<file path="src/rtl/regfile_sb_pkg.sv">
// regfile_pkg: FSM states and sizing helper shared by the register file blocks
package regfile_pkg;
  typedef enum logic {IDLE, CLEAR} state_t;
  function automatic int num_regs(input int aw);
    return 1 << aw;
  endfunction
endpackage

</file>
<file path="src/rtl/regfile_sb_if.sv">
// regfile_sb_if: decode/writeback bus of the register file
interface regfile_sb_if #(parameter int DATA_W = 16, parameter int ADDR_W = 4);
  logic [ADDR_W-1:0] rd_addr1, rd_addr2, wr_addr, issue_addr;
  logic [DATA_W-1:0] rd_data1, rd_data2, wr_data;
  logic rd_pend1, rd_pend2, wr_en, issue_en, clr_req, busy;
  modport master (
    output rd_addr1, rd_addr2, wr_en, wr_addr, wr_data, issue_en, issue_addr, clr_req,
    input  rd_data1, rd_data2, rd_pend1, rd_pend2, busy
  );
  modport slave (
    input  rd_addr1, rd_addr2, wr_en, wr_addr, wr_data, issue_en, issue_addr, clr_req,
    output rd_data1, rd_data2, rd_pend1, rd_pend2, busy
  );
endinterface

</file>
<file path="src/rtl/regfile_sb_rf_bank.sv">
// rf_bank: register storage with one synchronous write port and two async read ports
module rf_bank
  import regfile_pkg::*;
#(
  parameter int DATA_W = 16,
  parameter int ADDR_W = 4
) (
  input  logic              clk,
  input  logic              rst,
  input  logic              i_we,
  input  logic [ADDR_W-1:0] i_waddr,
  input  logic [DATA_W-1:0] i_wdata,
  input  logic [ADDR_W-1:0] i_raddr1,
  input  logic [ADDR_W-1:0] i_raddr2,
  output logic [DATA_W-1:0] o_rdata1,
  output logic [DATA_W-1:0] o_rdata2
);
  localparam int NUM_REGS = num_regs(ADDR_W);
  logic [DATA_W-1:0] r_mem [NUM_REGS];
  always_ff @(posedge clk or posedge rst)
    if (rst) r_mem <= '{default: '0};
    else if (i_we) r_mem[i_waddr] <= i_wdata;
  assign o_rdata1 = r_mem[i_raddr1];
  assign o_rdata2 = r_mem[i_raddr2];
endmodule

</file>
<file path="src/rtl/regfile_sb.sv">
// regfile_sb: 2R1W register file with bypass, optional zero register,
// pending-writeback scoreboard and a one-register-per-cycle bulk clear
module regfile_sb
  import regfile_pkg::*;
#(
  parameter int DATA_W   = 16,
  parameter int ADDR_W   = 4,
  parameter bit ZERO_REG = 1'b0,
  parameter bit BYPASS   = 1'b1
) (
  input logic         clk,
  input logic         rst,
  regfile_sb_if.slave bus
);
  localparam int NUM_REGS = num_regs(ADDR_W);
  state_t              r_state, w_next;
  logic [ADDR_W-1:0]   r_cnt;
  logic [NUM_REGS-1:0] r_pend;
  logic                w_busy, w_wr_ok, w_iss_ok, w_zero1, w_zero2, w_byp1, w_byp2;
  logic [DATA_W-1:0]   w_bank1, w_bank2;
  assign w_busy   = r_state == CLEAR;
  assign w_wr_ok  = bus.wr_en && !w_busy && !(ZERO_REG && bus.wr_addr == '0);
  assign w_iss_ok = bus.issue_en && !w_busy && !(ZERO_REG && bus.issue_addr == '0);
  assign w_zero1  = ZERO_REG && bus.rd_addr1 == '0;
  assign w_zero2  = ZERO_REG && bus.rd_addr2 == '0;
  assign w_byp1   = BYPASS && w_wr_ok && bus.wr_addr == bus.rd_addr1;
  assign w_byp2   = BYPASS && w_wr_ok && bus.wr_addr == bus.rd_addr2;
  // the clear sequencer borrows the single write port while busy
  rf_bank #(.DATA_W(DATA_W), .ADDR_W(ADDR_W)) u_bank (
    .clk      (clk),
    .rst      (rst),
    .i_we     (w_busy || w_wr_ok),
    .i_waddr  (w_busy ? r_cnt : bus.wr_addr),
    .i_wdata  (w_busy ? '0 : bus.wr_data),
    .i_raddr1 (bus.rd_addr1),
    .i_raddr2 (bus.rd_addr2),
    .o_rdata1 (w_bank1),
    .o_rdata2 (w_bank2)
  );
  assign bus.rd_data1 = w_zero1 ? '0 : w_byp1 ? bus.wr_data : w_bank1;
  assign bus.rd_data2 = w_zero2 ? '0 : w_byp2 ? bus.wr_data : w_bank2;
  // a same-cycle writeback hides the pending bit unless an issue re-marks it
  assign bus.rd_pend1 = !w_busy && !w_zero1 && r_pend[bus.rd_addr1] &&
                        !(w_byp1 && !(w_iss_ok && bus.issue_addr == bus.rd_addr1));
  assign bus.rd_pend2 = !w_busy && !w_zero2 && r_pend[bus.rd_addr2] &&
                        !(w_byp2 && !(w_iss_ok && bus.issue_addr == bus.rd_addr2));
  assign bus.busy = w_busy;
  always_comb begin
    w_next = r_state;
    if (r_state == IDLE && bus.clr_req) w_next = CLEAR;
    if (r_state == CLEAR && &r_cnt) w_next = IDLE;
  end
  always_ff @(posedge clk or posedge rst)
    if (rst) begin
      r_state <= IDLE;
      r_cnt   <= '0;
      r_pend  <= '0;
    end else begin
      r_state <= w_next;
      if (w_busy) r_cnt <= r_cnt + 1'b1;
      else if (bus.clr_req) r_cnt <= '0;
      if (!w_busy && bus.clr_req) r_pend <= '0;
      else begin
        if (w_wr_ok) r_pend[bus.wr_addr] <= 1'b0;
        if (w_iss_ok) r_pend[bus.issue_addr] <= 1'b1;
      end
    end
endmodule

</file>
<file path="src/flat_wrapper.sv">
// flat-port wrapper written by rule: the top's interface ports become plain ports
module regfile_sb_flat import regfile_pkg::*;
#(
  parameter int DATA_W   = 16,
  parameter int ADDR_W   = 4,
  parameter bit ZERO_REG = 1'b0,
  parameter bit BYPASS   = 1'b1
)
  (clk, rst, bus_rd_addr1, bus_rd_addr2, bus_wr_en, bus_wr_addr, bus_wr_data, bus_issue_en, bus_issue_addr, bus_clr_req, bus_rd_data1, bus_rd_data2, bus_rd_pend1, bus_rd_pend2, bus_busy);
  regfile_sb_if #(.DATA_W(DATA_W), .ADDR_W(ADDR_W)) bus_i ();
  input logic clk;
  input logic rst;
  input wire logic [$bits(bus_i.rd_addr1)-1:0] bus_rd_addr1;
  input wire logic [$bits(bus_i.rd_addr2)-1:0] bus_rd_addr2;
  input wire logic [$bits(bus_i.wr_en)-1:0] bus_wr_en;
  input wire logic [$bits(bus_i.wr_addr)-1:0] bus_wr_addr;
  input wire logic [$bits(bus_i.wr_data)-1:0] bus_wr_data;
  input wire logic [$bits(bus_i.issue_en)-1:0] bus_issue_en;
  input wire logic [$bits(bus_i.issue_addr)-1:0] bus_issue_addr;
  input wire logic [$bits(bus_i.clr_req)-1:0] bus_clr_req;
  output wire logic [$bits(bus_i.rd_data1)-1:0] bus_rd_data1;
  output wire logic [$bits(bus_i.rd_data2)-1:0] bus_rd_data2;
  output wire logic [$bits(bus_i.rd_pend1)-1:0] bus_rd_pend1;
  output wire logic [$bits(bus_i.rd_pend2)-1:0] bus_rd_pend2;
  output wire logic [$bits(bus_i.busy)-1:0] bus_busy;
  assign bus_i.rd_addr1 = bus_rd_addr1;
  assign bus_i.rd_addr2 = bus_rd_addr2;
  assign bus_i.wr_en = bus_wr_en;
  assign bus_i.wr_addr = bus_wr_addr;
  assign bus_i.wr_data = bus_wr_data;
  assign bus_i.issue_en = bus_issue_en;
  assign bus_i.issue_addr = bus_issue_addr;
  assign bus_i.clr_req = bus_clr_req;
  assign bus_rd_data1 = bus_i.rd_data1;
  assign bus_rd_data2 = bus_i.rd_data2;
  assign bus_rd_pend1 = bus_i.rd_pend1;
  assign bus_rd_pend2 = bus_i.rd_pend2;
  assign bus_busy = bus_i.busy;
  regfile_sb #(.DATA_W(DATA_W), .ADDR_W(ADDR_W), .ZERO_REG(ZERO_REG), .BYPASS(BYPASS)) u_core (.clk(clk), .rst(rst), .bus(bus_i));
endmodule
</file>
<file path="config.mk">
export PLATFORM = sky130hd
export DESIGN_NAME = regfile_sb_flat
export DESIGN_NICKNAME = d
export VERILOG_FILES = /design/src/rtl/regfile_sb_pkg.sv /design/src/rtl/regfile_sb_if.sv /design/src/rtl/regfile_sb_rf_bank.sv /design/src/rtl/regfile_sb.sv /design/src/flat_wrapper.sv
export SDC_FILE = /design/constraint.sdc
export NUM_CORES = 1
export LEC_CHECK = 0
export CAP_MARGIN = 15
export CORE_ASPECT_RATIO = 0.7
export CORE_MARGIN = 5
export CORE_UTILIZATION = 48
export CTS_CLUSTER_DIAMETER = 100
export DETAILED_ROUTE_END_ITERATION = 7
export DONT_BUFFER_PORTS = 1
export SLEW_MARGIN = 40
export SYNTH_ARGS = -nofsm -noshare
export SYNTH_HDL_FRONTEND = slang
export SYNTH_SLANG_ARGS = --single-unit
export TNS_END_PERCENT = 100
</file>
<file path="constraint.sdc">
create_clock -name clk -period 15.4 [get_ports clk]
set_input_delay 3.08 -clock clk [delete_from_list [all_inputs] [get_ports clk]]
set_output_delay 3.08 -clock clk [all_outputs]
set_load 0.02 [all_outputs]
</file>
## Word-level counts from Yosys, hierarchy flattened

Index checks and enable logic that the tools add are counted.

- Word-level logic and storage cells: 97
- Output and inout port bits: 35
- Bits in registers: 277

- $add $sub $neg: 1
- Magnitude comparators: 10
- Equal/unequal tests: 4
- Reduce and logical (&&, ||, !) cells: 27
- Mux-type cells: 29
- Bitwise gates (word level): 7

Operator list:

| operator | number |
|---|---|
| bitwise mux 256 bit | 1 |
| 2-to-1 mux 16 bit | 12 |
| binary-select mux 16 bit (select 4 bit) | 2 |
| demux 16 bit (select 4 bit) | 1 |
| less-than comparator 4 x 5 -> 1 bit (second input constant) | 4 |
| logical AND 1 bit | 18 |
| AND 16 bit | 1 |
| == test 4 bit | 4 |
| inverter 16 bit | 1 |
| bitwise OR 16 bit | 1 |
| greater-or-equal comparator 5 bit (second input constant) | 3 |
| inverter 4 -> 5 bit | 3 |
| 2-to-1 mux 4 bit | 3 |
| binary-select mux 1 bit (select 4 bit) | 2 |
| demux 1 bit (select 4 bit) | 2 |
| greater-or-equal comparator 4 x 1 -> 1 bit (second input constant) | 2 |
| 2-to-1 mux 1 bit | 6 |
| zero test 1 bit | 5 |
| less-than comparator 5 x 1 -> 1 bit (second input constant) | 1 |
| adder 4 x 1 -> 4 bit (second input constant) | 1 |
| AND reduction 4 bit | 1 |
| nonzero test 2 bit | 2 |
| logical OR 1 bit | 1 |
| inverter 1 bit | 1 |

## Logic depth before layout (Yosys ltp)

- Depth in word-level cells: 11
- Mapped depth: 7

## By module

A second synthesis with hierarchy kept.

- Cell total of the unflattened synthesis: 1064
- Area, all modules: 15447.3 um2

Modules (own cells, without submodules):

| module | area each (um2) | cells each | seq. area each (um2) | times used |
|---|---|---|---|---|
| rf_bank | 13314.0 | 849 | 6406.1 | 1 |
| regfile_sb | 2133.3 | 215 | 525.5 | 1 |

## Worst setup path before layout

OpenSTA, ideal clock, no wires.

- Kind: input to output
- Start point: in bus_rd_addr2[0]
- End point: out bus_rd_data2[10]
- Stages on the path: 6
- Setup slack: 7.797 ns
- Data required time: 12.320 ns
- Buffers on the path: 2
- Arrival time: 4.523 ns
- Cell sequence: buf_6 > buf_2 > mux4_2 > mux2i_1 > mux2i_1 > mux2_2

- Word-level cells in the longest chain between the ends: 5
- Elaborated cells between the ends (all ways): 7
- Those cells by class: eq/ne (1); mux (4); bitwise (1); reduce/logical (1)

RTL lines:

| what | RTL line | text |
|---|---|---|
| from (decl) | flat_wrapper.sv:14 | `input wire logic [$bits(bus_i.rd_addr2)-1:0] bus_rd_addr2;` |
| inverter 4 -> 5 bit (implied by the code) | regfile_sb_rf_bank.sv:24 | `assign o_rdata2 = r_mem[i_raddr2];` |
| binary-select mux 16 bit (select 4 bit) | regfile_sb_rf_bank.sv:24 |  |
| 2-to-1 mux 16 bit (implied by the code) (2 in series) | regfile_sb_rf_bank.sv:24 |  |
| 2-to-1 mux 16 bit * | regfile_sb.sv:41 | `assign bus.rd_data2 = w_zero2 ? '0 : w_byp2 ? bus.wr_data : w_bank2;` |
| to (decl) | flat_wrapper.sv:22 | `output wire logic [$bits(bus_i.rd_data2)-1:0] bus_rd_data2;` |

Mark *: on every way between the ends. The rest lies on a longest branch, timed or not. The select of a mux whose other input is x is not followed.

## Final worst setup path

- Start point: in bus_wr_addr[2]
- End point: out bus_rd_data2[3]

- Word-level cells in the longest chain between the ends: 3

RTL lines:

| what | RTL line | text |
|---|---|---|
| from (decl) | flat_wrapper.sv:16 | `input wire logic [$bits(bus_i.wr_addr)-1:0] bus_wr_addr;` |
| == test 4 bit | regfile_sb.sv:27 | `assign w_byp2 = BYPASS && w_wr_ok && bus.wr_addr == bus.rd_addr2;` |
| logical AND 1 bit | regfile_sb.sv:27 |  |
| 2-to-1 mux 16 bit | regfile_sb.sv:41 |  |

No other way between the ends.

==> impl_metrics.toml <==
[timing]
fin_ws_ps = 7576
setup_viol = 0
slew-limit-headroom = 0.4524
period_share = 0.5081
hold_violations = 0
rsz0062_at_grt = "no"
fmax_mhz = 127.8
finalMaxSlewViolations = 0
final.min_clock_period_ps = 7824
finalSetupTns_ps = 0
worst_pin_slew_ps = 820.5
clock_skew_ps = 8.484

[finish]
nNetsFinal = 1302
nFillCells = 2736
area_growth_pct = 7.783
drive_gt1_frac = 0.2076
register_area_sq_mm = 0.006932
final_cell_area_sq_mm = 0.01636
multi_input_area_sq_mm = 0.007744
antenna_cells = 0

[clock_tree]
clockBufferDepth = 3
cts-root-buf = "clkbuf_16"
htreeDepth = 1
path_clk_slew_ps = 60
post_cts_resized = 0
hold_buffers = 0
clk_latency_ps = 560
cts_made_buffers = 28
cts_tree = "yes"
cts_setup_buffers = 0
cts.sinks = 277

[grt]
overflow = 0
grt_pass1_vias = 10430
antenna_found_initial = 0
grt_max_degree = 137
grt_pass1_wl_um = 64470
gr-usage-all-layers = 0.2326

[synthesis]
yosysMostFrequentCell = "nand2_1"
synth_nets = 1376
synth_area_per_cell_sq_um = 11.34
ys_async_sr_fraction = 1.000
synth_top_cell_by_area = "dfrtp_1"
synth-main-ff-cell = "dfrtp_1"
ys_seq_area_frac = 0.4568
synth.area.top_cells = "dfrtp_1 46%, mux4_2 20%, o21ai_0 8.9%"
synth_top_area_frac = 0.4568
ys_ff_latch = 277
syn-cell-area_sq_mm = 0.01518
synth_common_cells = "288 x nand2_1, 277 x dfrtp_1, 271 x o21ai_0, 138 x mux4_2, 96 x mux2i_1"
synth_cells = 1338
ys_warn_count = 0
synth-edff-count = 0
synth_cell_types = 39

[route]
drt_pass1_iterations = 5
drtIter0Drc = 874
drt-total-wl_um = 41360
wl_met1_um = 19290
num_vias = 10380
wl_met3_um = 2611
routed_via_density = 6.083
routed-wl-met2_um = 18780
avgRoutedWirePerCell_um = 24.25
highest_layer = "met4"
ant_nets = 0
route.detailed.drc = 0

[setup_path]
r2r_start = "u_core.bus.busy"
r2r-end = "u_core.u_bank.r_mem[219]"
worstSetupStartpointType = "input pin"
critPathKind = "input pin to output port"
path_max_fanout = 17
endpoint_kind = "output port"
reg2reg_depth = 6
arrival_ps = 4740
cp_data_required_time_ps = 12320
r2r_slack_ps = 13030

[min_path]
hp-class = "flop to flop"
min-delay-start = "u_core.u_bank.r_mem[84]"
worstHoldPathCells = 2
whs_endpoint = "u_core.u_bank.r_mem[84]"

[placement]
gp_congestion = 0.8018
place.port_buffers = 0
dp_slack_ps = 7534
placed_area_sq_mm = 0.01539
hpwlAfterDp_um = 23250

[floorplanning]
ios = 72
die-area_sq_mm = 0.03533
die_w_um = 222.5
core_sq_mm = 0.03115
fp-row-count = 54
die_height_um = 158.8
start_util = 0.4872

[outcome]
status = "finished, final reports clean"

[power_and_ir_drop]
peakVddDrop_mv = 0.09285
powerDensity_mw_per_mm2 = 184.3
p_leak_nw = 7.011
total_power_mw = 3.014

[run]
max-cap-violations = 0
## how the worst max path moves through the flow
stage	to	slack, ps	startpoint	cells after the start
after floorplan	u_core.bus.busy	4680	rst	1
after global placement	bus_rd_data2[5]	7570	bus_wr_addr[2]	4
after detailed placement	bus_rd_data2[8]	7530	bus_wr_addr[2]	4
after CTS	bus_rd_data2[3]	7530	bus_wr_addr[2]	4
after global routing	bus_rd_data2[8]	7470	bus_wr_addr[2]	4
final	bus_rd_data2[3]	7580	bus_wr_addr[2]	4
## critical path, stage by stage
cell and delay, ps:
xor2_1 140, nor3_1 240, nand3_2 660, mux2_2 600
## registers in the layout, indices dropped and copies added, names as in the netlist
name	flops
u_core.r_cnt	4
u_core.u_bank.r_mem	256
u_core.r_pend	16
u_core.bus.busy	1
## area by class of cell
| type | instances | area share |
|---|---|---|
| clock buffers | 40 | 0.05179 |
| clock inverters | 12 | 0.007037 |
| inverters | 2 | 0.001224 |
| multi-input cells | 934 | 0.4734 |
| flip-flops and latches | 277 | 0.4238 |
| well taps | 420 | 0.03213 |
| repair buffers | 21 | 0.01063 |
## placed cells by master (no fill, tap or decap), types with 3 or more instances in the layout
master and count:
xor2_1 13, nor2b_1 3, o22ai_2 15, nand2_1 288, mux2_2 32, o21ai_0 271
a21oi_1 16, nand2b_1 3, xnor2_1 5, nand3b_1 4, nand3_1 8, buf_4 19
mux2i_1 96, clkbuf_8 8, and3b_1 5, o21ai_1 4, nor3_1 4, nor3b_1 4
clkinv_2 8, clkbuf_16 29, clkbuf_1 3, mux4_2 138, dfrtp_1 277, nor2_1 4
## logic make-up after synthesis
group / synth area share
AND/OR/NAND/NOR: 0.09457
XOR/XNOR: 0.01039
multiplexers: 0.2919
adder cells (fa/ha/maj): 0.0008243
buffers and inverters: 0.04056
AO/OA/AOI/OAI: 0.1050
flip-flops: 0.4568
## through the flow
step / util / cells / hold slack, ps
after floorplan: - / 1338 / 460.9
after global placement: 0.4931 / 1653 / 473.9
after detailed placement: 0.4943 / 1654 / 485.7
after CTS: 0.5251 / 1706 / 502.0
after global routing: 0.5251 / 1706 / 522.6
final: 0.5251 / 1706 / 497.9
## layer usage
metal	up-vias	global-route usage
li1	4719	-
met3	46	0.05574
met4	0	0.04147
met5	-	0
met2	253	0.3592
met1	5359	0.3441
## where the power goes
part | internal [mW] | leakage (nW) | switching (mW)
Combinational | 0.467 | 2.71 | 0.544
Sequential | 1.05 | 3.82 | 0.242
Clock | 0.415 | 0.478 | 0.301
(Power assumes the default switching activity.)
